### src/rtl/alu_wb_master.sv
// alu_wb_master: Wishbone pipelined-mode initiator that runs one ALU command as
// write A, write B, read result, read flags, and returns result/flags/err.
module alu_wb_master #(
    parameter int unsigned TIMEOUT_CYCLES = 15,
    parameter logic [7:0]  ADDR_A         = 8'h00,
    parameter logic [7:0]  ADDR_B         = 8'h01,
    parameter logic [7:0]  ADDR_FLAGS     = 8'h02
) (
    input  logic       i_clk,
    input  logic       reset_n,
    input  logic       i_cmd_valid,
    output logic       o_cmd_ready,
    input  logic [7:0] i_cmd_op,
    input  logic [7:0] i_cmd_a,
    input  logic [7:0] i_cmd_b,
    output logic       o_res_valid,
    output logic [7:0] o_res_data,
    output logic [7:0] o_res_flags,
    output logic       o_res_err,
    output logic       o_wb_cyc,
    output logic       o_wb_stb,
    output logic       o_wb_we,
    output logic [7:0] o_wb_addr,
    output logic [7:0] o_wb_data,
    input  logic       i_wb_ack,
    input  logic       i_wb_stall,
    input  logic [7:0] i_wb_data
);
    localparam int unsigned   CW       = $clog2(TIMEOUT_CYCLES + 1);
    localparam logic [CW-1:0] TMO_LAST = CW'(TIMEOUT_CYCLES - 1);
    localparam logic [CW-1:0] TMO_MAX  = CW'(TIMEOUT_CYCLES);

    typedef enum logic [1:0] {S_IDLE, S_REQ, S_WAIT} state_t;
    typedef enum logic [1:0] {PH_WR_A, PH_WR_B, PH_RD_OP, PH_RD_FL} phase_t;

    typedef struct packed {
        logic [7:0] addr;
        logic       we;
        logic [7:0] data;
    } wb_req_t;

    state_t        state;
    phase_t        phase;
    logic [CW-1:0] tmo_cnt;
    logic [CW-1:0] tmo_inc;
    logic          tmo_hit;
    logic [7:0]    a_q, b_q, op_q;

    function automatic wb_req_t phase_req(phase_t ph, logic [7:0] a, logic [7:0] b,
                                          logic [7:0] op);
        wb_req_t r;
        case (ph)
            PH_WR_A:  r = '{addr: ADDR_A, we: 1'b1, data: a};
            PH_WR_B:  r = '{addr: ADDR_B, we: 1'b1, data: b};
            PH_RD_OP: r = '{addr: op, we: 1'b0, data: 8'h00};
            default:  r = '{addr: ADDR_FLAGS, we: 1'b0, data: 8'h00};
        endcase
        return r;
    endfunction

    function automatic phase_t next_phase(phase_t ph);
        case (ph)
            PH_WR_A:  return PH_WR_B;
            PH_WR_B:  return PH_RD_OP;
            default:  return PH_RD_FL;
        endcase
    endfunction

    // Abort fires on the edge that closes the TIMEOUT_CYCLES-th cycle in a phase
    assign tmo_hit = (tmo_cnt >= TMO_LAST);
    assign tmo_inc = (tmo_cnt == TMO_MAX) ? tmo_cnt : tmo_cnt + 1'b1;

    always_ff @(posedge i_clk or negedge reset_n) begin
        if (!reset_n) begin
            state       <= S_IDLE;
            phase       <= PH_WR_A;
            tmo_cnt     <= '0;
            a_q         <= 8'h00;
            b_q         <= 8'h00;
            op_q        <= 8'h00;
            o_cmd_ready <= 1'b1;
            o_wb_cyc    <= 1'b0;
            o_wb_stb    <= 1'b0;
            o_wb_we     <= 1'b0;
            o_wb_addr   <= 8'h00;
            o_wb_data   <= 8'h00;
            o_res_valid <= 1'b0;
            o_res_data  <= 8'h00;
            o_res_flags <= 8'h00;
            o_res_err   <= 1'b0;
        end else begin
            o_res_valid <= 1'b0;
            o_res_err   <= 1'b0;
            case (state)
                S_IDLE: begin
                    if (i_cmd_valid && o_cmd_ready) begin
                        a_q         <= i_cmd_a;
                        b_q         <= i_cmd_b;
                        op_q        <= i_cmd_op;
                        phase       <= PH_WR_A;
                        state       <= S_REQ;
                        tmo_cnt     <= '0;
                        o_cmd_ready <= 1'b0;
                        o_wb_cyc    <= 1'b1;
                        o_wb_stb    <= 1'b1;
                        {o_wb_addr, o_wb_we, o_wb_data} <=
                            phase_req(PH_WR_A, i_cmd_a, i_cmd_b, i_cmd_op);
                    end
                end
                S_REQ: begin
                    if (tmo_hit) begin
                        state       <= S_IDLE;
                        o_cmd_ready <= 1'b1;
                        o_wb_cyc    <= 1'b0;
                        o_wb_stb    <= 1'b0;
                        o_wb_we     <= 1'b0;
                        o_wb_addr   <= 8'h00;
                        o_wb_data   <= 8'h00;
                        o_res_valid <= 1'b1;
                        o_res_err   <= 1'b1;
                        o_res_data  <= 8'h00;
                        o_res_flags <= 8'h00;
                    end else begin
                        tmo_cnt <= tmo_inc;
                        if (!i_wb_stall) begin
                            o_wb_stb <= 1'b0;
                            o_wb_we  <= 1'b0;
                            state    <= S_WAIT;
                        end
                    end
                end
                S_WAIT: begin
                    if (i_wb_ack) begin
                        tmo_cnt <= '0;
                        if (phase == PH_RD_OP)
                            o_res_data <= i_wb_data;
                        if (phase == PH_RD_FL) begin
                            o_res_flags <= i_wb_data;
                            state       <= S_IDLE;
                            o_cmd_ready <= 1'b1;
                            o_wb_cyc    <= 1'b0;
                            o_wb_addr   <= 8'h00;
                            o_wb_data   <= 8'h00;
                            o_res_valid <= 1'b1;
                        end else begin
                            phase    <= next_phase(phase);
                            state    <= S_REQ;
                            o_wb_stb <= 1'b1;
                            {o_wb_addr, o_wb_we, o_wb_data} <=
                                phase_req(next_phase(phase), a_q, b_q, op_q);
                        end
                    end else if (tmo_hit) begin
                        state       <= S_IDLE;
                        o_cmd_ready <= 1'b1;
                        o_wb_cyc    <= 1'b0;
                        o_wb_stb    <= 1'b0;
                        o_wb_we     <= 1'b0;
                        o_wb_addr   <= 8'h00;
                        o_wb_data   <= 8'h00;
                        o_res_valid <= 1'b1;
                        o_res_err   <= 1'b1;
                        o_res_data  <= 8'h00;
                        o_res_flags <= 8'h00;
                    end else begin
                        tmo_cnt <= tmo_inc;
                    end
                end
                default: state <= S_IDLE;
            endcase
        end
    end
endmodule

### config.mk
export PLATFORM = sky130hd
export DESIGN_NAME = alu_wb_master
export DESIGN_NICKNAME = d
export VERILOG_FILES = /design/src/rtl/alu_wb_master.sv
export SDC_FILE = /design/constraint.sdc
export NUM_CORES = 1
export LEC_CHECK = 0
export CORE_ASPECT_RATIO = 2
export CORE_MARGIN = 3
export CORE_UTILIZATION = 50
export DETAILED_ROUTE_END_ITERATION = 16
export GPL_TIMING_DRIVEN = 0
export PLACE_DENSITY_LB_ADDON = 0.15
export SLEW_MARGIN = 20
export SYNTH_ARGS = -nofsm -noshare
export SYNTH_HDL_FRONTEND = slang
export SYNTH_SLANG_ARGS = --single-unit
### constraint.sdc
create_clock -name i_clk -period 3.4 [get_ports i_clk]
set_input_delay 0.34 -clock i_clk [delete_from_list [all_inputs] [get_ports i_clk]]
set_output_delay 0.34 -clock i_clk [all_outputs]
set_load 0.01 [all_outputs]
After elaboration in Yosys (flattened, before gate mapping)
Index checks and enable logic that the tools add are counted.
{"block": "word_totals", "wordCells": 111, "inputBits": 37, "regBits": 70}
{"block": "op_classes", "n_lt_le_gt_ge": 1, "n_reduce_logical": 15, "mux": 62, "addsub": 1, "n_eq_ne": 16}
{"operator": "$mux W8", "n": 14}
{"operator": "$pmux W17 S3", "n": 1}
{"operator": "$pmux W8 S3", "n": 2}
{"operator": "$pmux W8 S2", "n": 2}
{"operator": "$mux W1", "n": 20}
{"operator": "$mux W2", "n": 9}
{"operator": "$mux W4", "n": 4}
{"operator": "$ne A3 B3 Y1 const B", "n": 5}
{"operator": "$pmux W1 S3", "n": 4}
{"operator": "$pmux W4 S3", "n": 1}
{"operator": "$eq A2 B2 Y1 const B", "n": 4}
{"operator": "$pmux W2 S2", "n": 2}
{"operator": "$reduce_and A2 Y1", "n": 4}
{"operator": "$eq A2 B1 Y1 const B", "n": 3}
{"operator": "$logic_not A2 Y1", "n": 3}
{"operator": "$ne A2 B2 Y1 const B", "n": 3}
{"operator": "$pmux W2 S3", "n": 1}
{"operator": "$reduce_and A3 Y1", "n": 2}
{"operator": "$reduce_and A5 Y1", "n": 1}
{"operator": "$add A4 B1 Y4 const B", "n": 1}
{"operator": "$eq A4 B4 Y1 const B", "n": 1}
{"operator": "$ge A4 B4 Y1 const B", "n": 1}
{"operator": "$pmux W1 S2", "n": 2}
{"operator": "$reduce_and A4 Y1", "n": 1}
{"operator": "other kinds (3)", "n": 4}

Longest topological paths before layout
{"block": "logic_depth", "ltp_word": 10, "depth_mapped": 8, "ltp_nobuf": 6}

Worst setup path before layout
OpenSTA, ideal clock, no wires.
{"block": "synth_timing", "path_type": "reg2reg", "start": "register state[0]", "end": "register o_wb_we", "stages_incl_launch_ff": 8, "path_buffers": 1, "setup_time_ns": 0.087, "slack_ns": 1.737, "synth_period_minus_slack_ns": 1.663, "t_arrival_ns": 1.576, "cell_sequence": "dfrtp_1 inv_1 ha_1 buf_4 or2_1 and2_1 a32o_1 a211oi_2"}
{"block": "synth_via", "elab_chain_cells": 3, "elab_cells_between_ends": 10, "classes_between": "eq/ne: 6; mux: 1; reduce/logical: 3"}
{"element": "start: declaration", "line": "42", "source": "state_t state;"}
{"element": "start signal: assignment", "line": "75", "source": "state <= S_IDLE;"}
{"element": "start signal: assignment", "line": "101", "source": "state <= S_REQ;"}
{"element": "start signal: assignment", "line": "112", "source": "state <= S_IDLE;"}
{"element": "$eq A2 B1 Y1, or another cell as far along", "line": "94", "source": "case (state)"}
{"element": "$ne A3 B3 Y1 (no source line), or another cell as far along"}
{"element": "$reduce_and A5 Y1 (no source line)"}
{"element": "end signal: assignment", "line": "106", "source": "{o_wb_addr, o_wb_we, o_wb_data} <="}
{"element": "end signal: assignment", "line": "149", "source": "{o_wb_addr, o_wb_we, o_wb_data} <="}
{"element": "end: declaration", "line": "22", "source": "output logic o_wb_we,"}
Parallel ways exist; a longest one is shown, timed or not.
A chain may end at the register's enable or synchronous reset.

Worst setup path in the final report
{"block": "layout_timing", "start": "register state[0]", "end": "register o_wb_data[0]"}
{"block": "layout_via", "elab_chain_cells": 3, "elab_cells_between_ends": 7, "classes_between": "eq/ne: 3; mux: 1; reduce/logical: 3"}
{"element": "$eq A2 B2 Y1, or another cell as far along", "line": "94"}
{"element": "$reduce_bool A3 Y1 (no source line) or $ne A2 B2 Y1 (tied branches)"}
{"element": "$reduce_and A2 Y1 (no source line)"}
{"element": "end signal: assignment", "line": "106"}
{"element": "end signal: assignment", "line": "149"}
{"element": "end: declaration", "line": "24", "source": "output logic [7:0] o_wb_data,"}
Parallel ways exist; a longest one is shown, timed or not.

==> out/results.ini <==
[outcome]
status=finished clean

[finish]
diodes=0
nets=338
drive_gt1_frac=0.187
area_growth_pct=37.9
fin_area_mm2=0.00378

[power]
leakage_nw=1.68
power.density_mw_per_mm2=839
ir_worst_vdd_v=0.000570

[routing]
wl_per_cell_um=17.2
first_iter_violations=51
vias_per_cell=5.77
routed_wirelength_mm=6.17
drc=0
vias=2066
ant_nets=0
dr.pass1.iters=4

[setup_path]
end_kind=flop
cp_max_fo=8
worstPathArrival_ps=2240
crit_path_start_kind=flop
required_ps=3650
crit_type=reg -> reg
reg2reg_depth=6

[timing]
fmax_ghz=0.503
setup_viol=0
rsz0062_at_grt=no
worstMarginPinSlew_ps=621
finalMaxSlewViolations=0
final.setup.tns_ps=0
fin_hold_ws_ps=427
fin_crit_sh=0.585
fin_skew_ps=9.34
min_period_ps=1990
hold_viol_final=0
max_slew_margin=0.583

[logic_synthesis]
syn_area_mm2=0.00274
synthXorXnorAreaFrac=0
synth_top_family_by_area=compound AO/OA/AOI/OAI gates
synth_fa_ha_area_frac=0.0274
synthArstFlopShare=1.00
synth_ff_type=dfrtp_1
synth_seq_cells=62
yosysTopAreaCell=dfrtp_1
yosysSeqAreaShare=0.567
synth_fp_nets=251
yosysUniqueCellTypes=46
synth_compound_area_frac=0.240
synth_mux_area_frac=0.0658
synthSimpleGateAreaFrac=0.0722
synth-warning-count=0
synthCells=208
yosysTopAreaCellShare=0.558
synth-edff-count=0
yosys-top-cells-area=dfrtp_1 56%, a22o_1 7.4%, mux2_2 6.6%
avgSynthCellArea_um2=13.2

[grt]
grtUsageTotal=0.212
grt_start_max_net_pins=42
grt_pass1_wl_mm=10.6
overflow=0
grt_pass1_vias=2191
antenna_found_initial=0

[floorplan]
fp.coreArea_mm2=0.00523
io_pins=75
start_util=0.523
die_x_um=58.3
row_count=37
die-area_mm2=0.00645
fp.dieH_um=111

[place]
routabilityCongestion=0.893
port_buffers=74
hpwl_mm=4.51
dpl_cell_area_mm2=0.00357

[run]
drv_cap=0

[cts]
h-tree-depth=3
clk_pin_slew_ps=70
root_buffer=clkbuf_8
insertion_delay_ps=340
cts_made_buffers=9
cts_resized=0
cts_buffer_depth=2
cts_hold_buffers=1
cts_tree=yes
clock-sinks=62
cts_setup_buffers=0

[hold_path]
hold_path.class=in -> async

-- layer usage --
metal  up-vias  global-route usage  routed length, um
met5         -                   0                  0
met3        14              0.0444                316
met1      1023               0.247               2350
met4         0              0.0960                122
li1        962                   -                  -
met2        67               0.360               3390
-- report_power, final --
part | switching (mW) | internal (mW) | total, mW
sequential | 0.174 | 1.01 | 1.18
combinational | 0.654 | 0.694 | 1.35
clock | 0.301 | 0.339 | 0.640
total | 1.13 | 2.04 | 3.17
-- cell families after synthesis --
logic type | Yosys count
AO/OA/AOI/OAI | 77
adder cells (fa/ha/maj) | 6
buffers and inverters | 16
flip-flops | 62
multiplexers | 16
AND/OR/NAND/NOR | 31
-- area by class of cell --
cell class,count,area [um^2]
flip-flops and latches,62,1550
fillers,389,1460
multi-input cells,130,1110
repair buffers,76,768
clock buffers,9,124
clock inverters,7,73.8
well taps,58,72.6
plain buffers,8,45.0
inverters,8,30.0
-- per-stage QoR --
| step | utilization | std cells | setup slack (ps) | power (mW) |
|---|---|---|---|---|
| 3_3_place_gp | 0.679 | 340 | 53.2 | 2.51 |
| 6_report | 0.722 | 358 | 1410 | 3.17 |
| 3_5_place_dp | 0.682 | 341 | 1340 | 2.54 |
| 4_1_cts | 0.722 | 358 | 1420 | 3.19 |
| 2_1_floorplan | - | 208 | 1740 | 1.99 |
| 5_1_grt | 0.722 | 358 | 1210 | 3.38 |
-- cells in the mapped netlist, types with 2 or more instances --
cell type	instances
dfrtp_1	61
a22o_1	23
mux2_2	16
o2bb2ai_1	10
a21oi_1	8
a22oi_1	8
inv_1	8
buf_2	6
ha_1	6
nand2_1	6
nor2_1	6
a21o_1	5
nor2b_1	3
a31oi_1	2
a32o_1	2
and2_1	2
buf_4	2
nor3_1	2
o21ai_1	2
o21ai_2	2
o21ai_4	2
or2_1	2
-- placed cells by master (no fill, tap or decap), types with 3 or more instances in the layout --
cell / instances
a21oi_1: 8
nor2_1: 6
clkbuf_8: 9
buf_2: 6
dfrtp_1: 61
clkinvlp_4: 4
clkdlybuf4s50_1: 73
a22oi_1: 8
inv_1: 8
nand2_1: 6
o2bb2ai_1: 10
mux2_2: 16
buf_4: 3
ha_1: 6
a22o_1: 23
nor2b_1: 3
a21o_1: 5
-- worst max-delay path, stage by stage, from the launching register on --
cell and delay (ps):
dfrtp_1 410, inv_1 80, ha_1 450, nand3_2 180, nor3_2 460, a22oi_1 130, o2bb2ai_1 190
-- flip-flops by register name (all words and copies together) (netlist names) --
register,count
b_q,8
o_cmd_ready,1
o_wb_data,8
tmo_cnt,4
o_wb_we,1
op_q,8
phase,2
o_res_flags,8
o_res_data,8
o_wb_stb,1
o_wb_cyc,1
state,2
o_res_valid,1
o_res_err,1
o_wb_addr,8
-- worst paths after layout --
kind / from / end / slack (ps)
max in group asynchronous: reset_n / o_cmd_ready / 2420
max: state[0] / o_wb_data[0] / 1410
min reg2reg: o_wb_addr[0] / o_wb_addr[0] / 480
min in group i_clk: o_wb_addr[0] / o_wb_addr[0] / 480
max reg2reg: state[0] / o_wb_data[0] / 1410
min: reset_n / o_res_err / 430
Power figures use the tool's default switching activity.
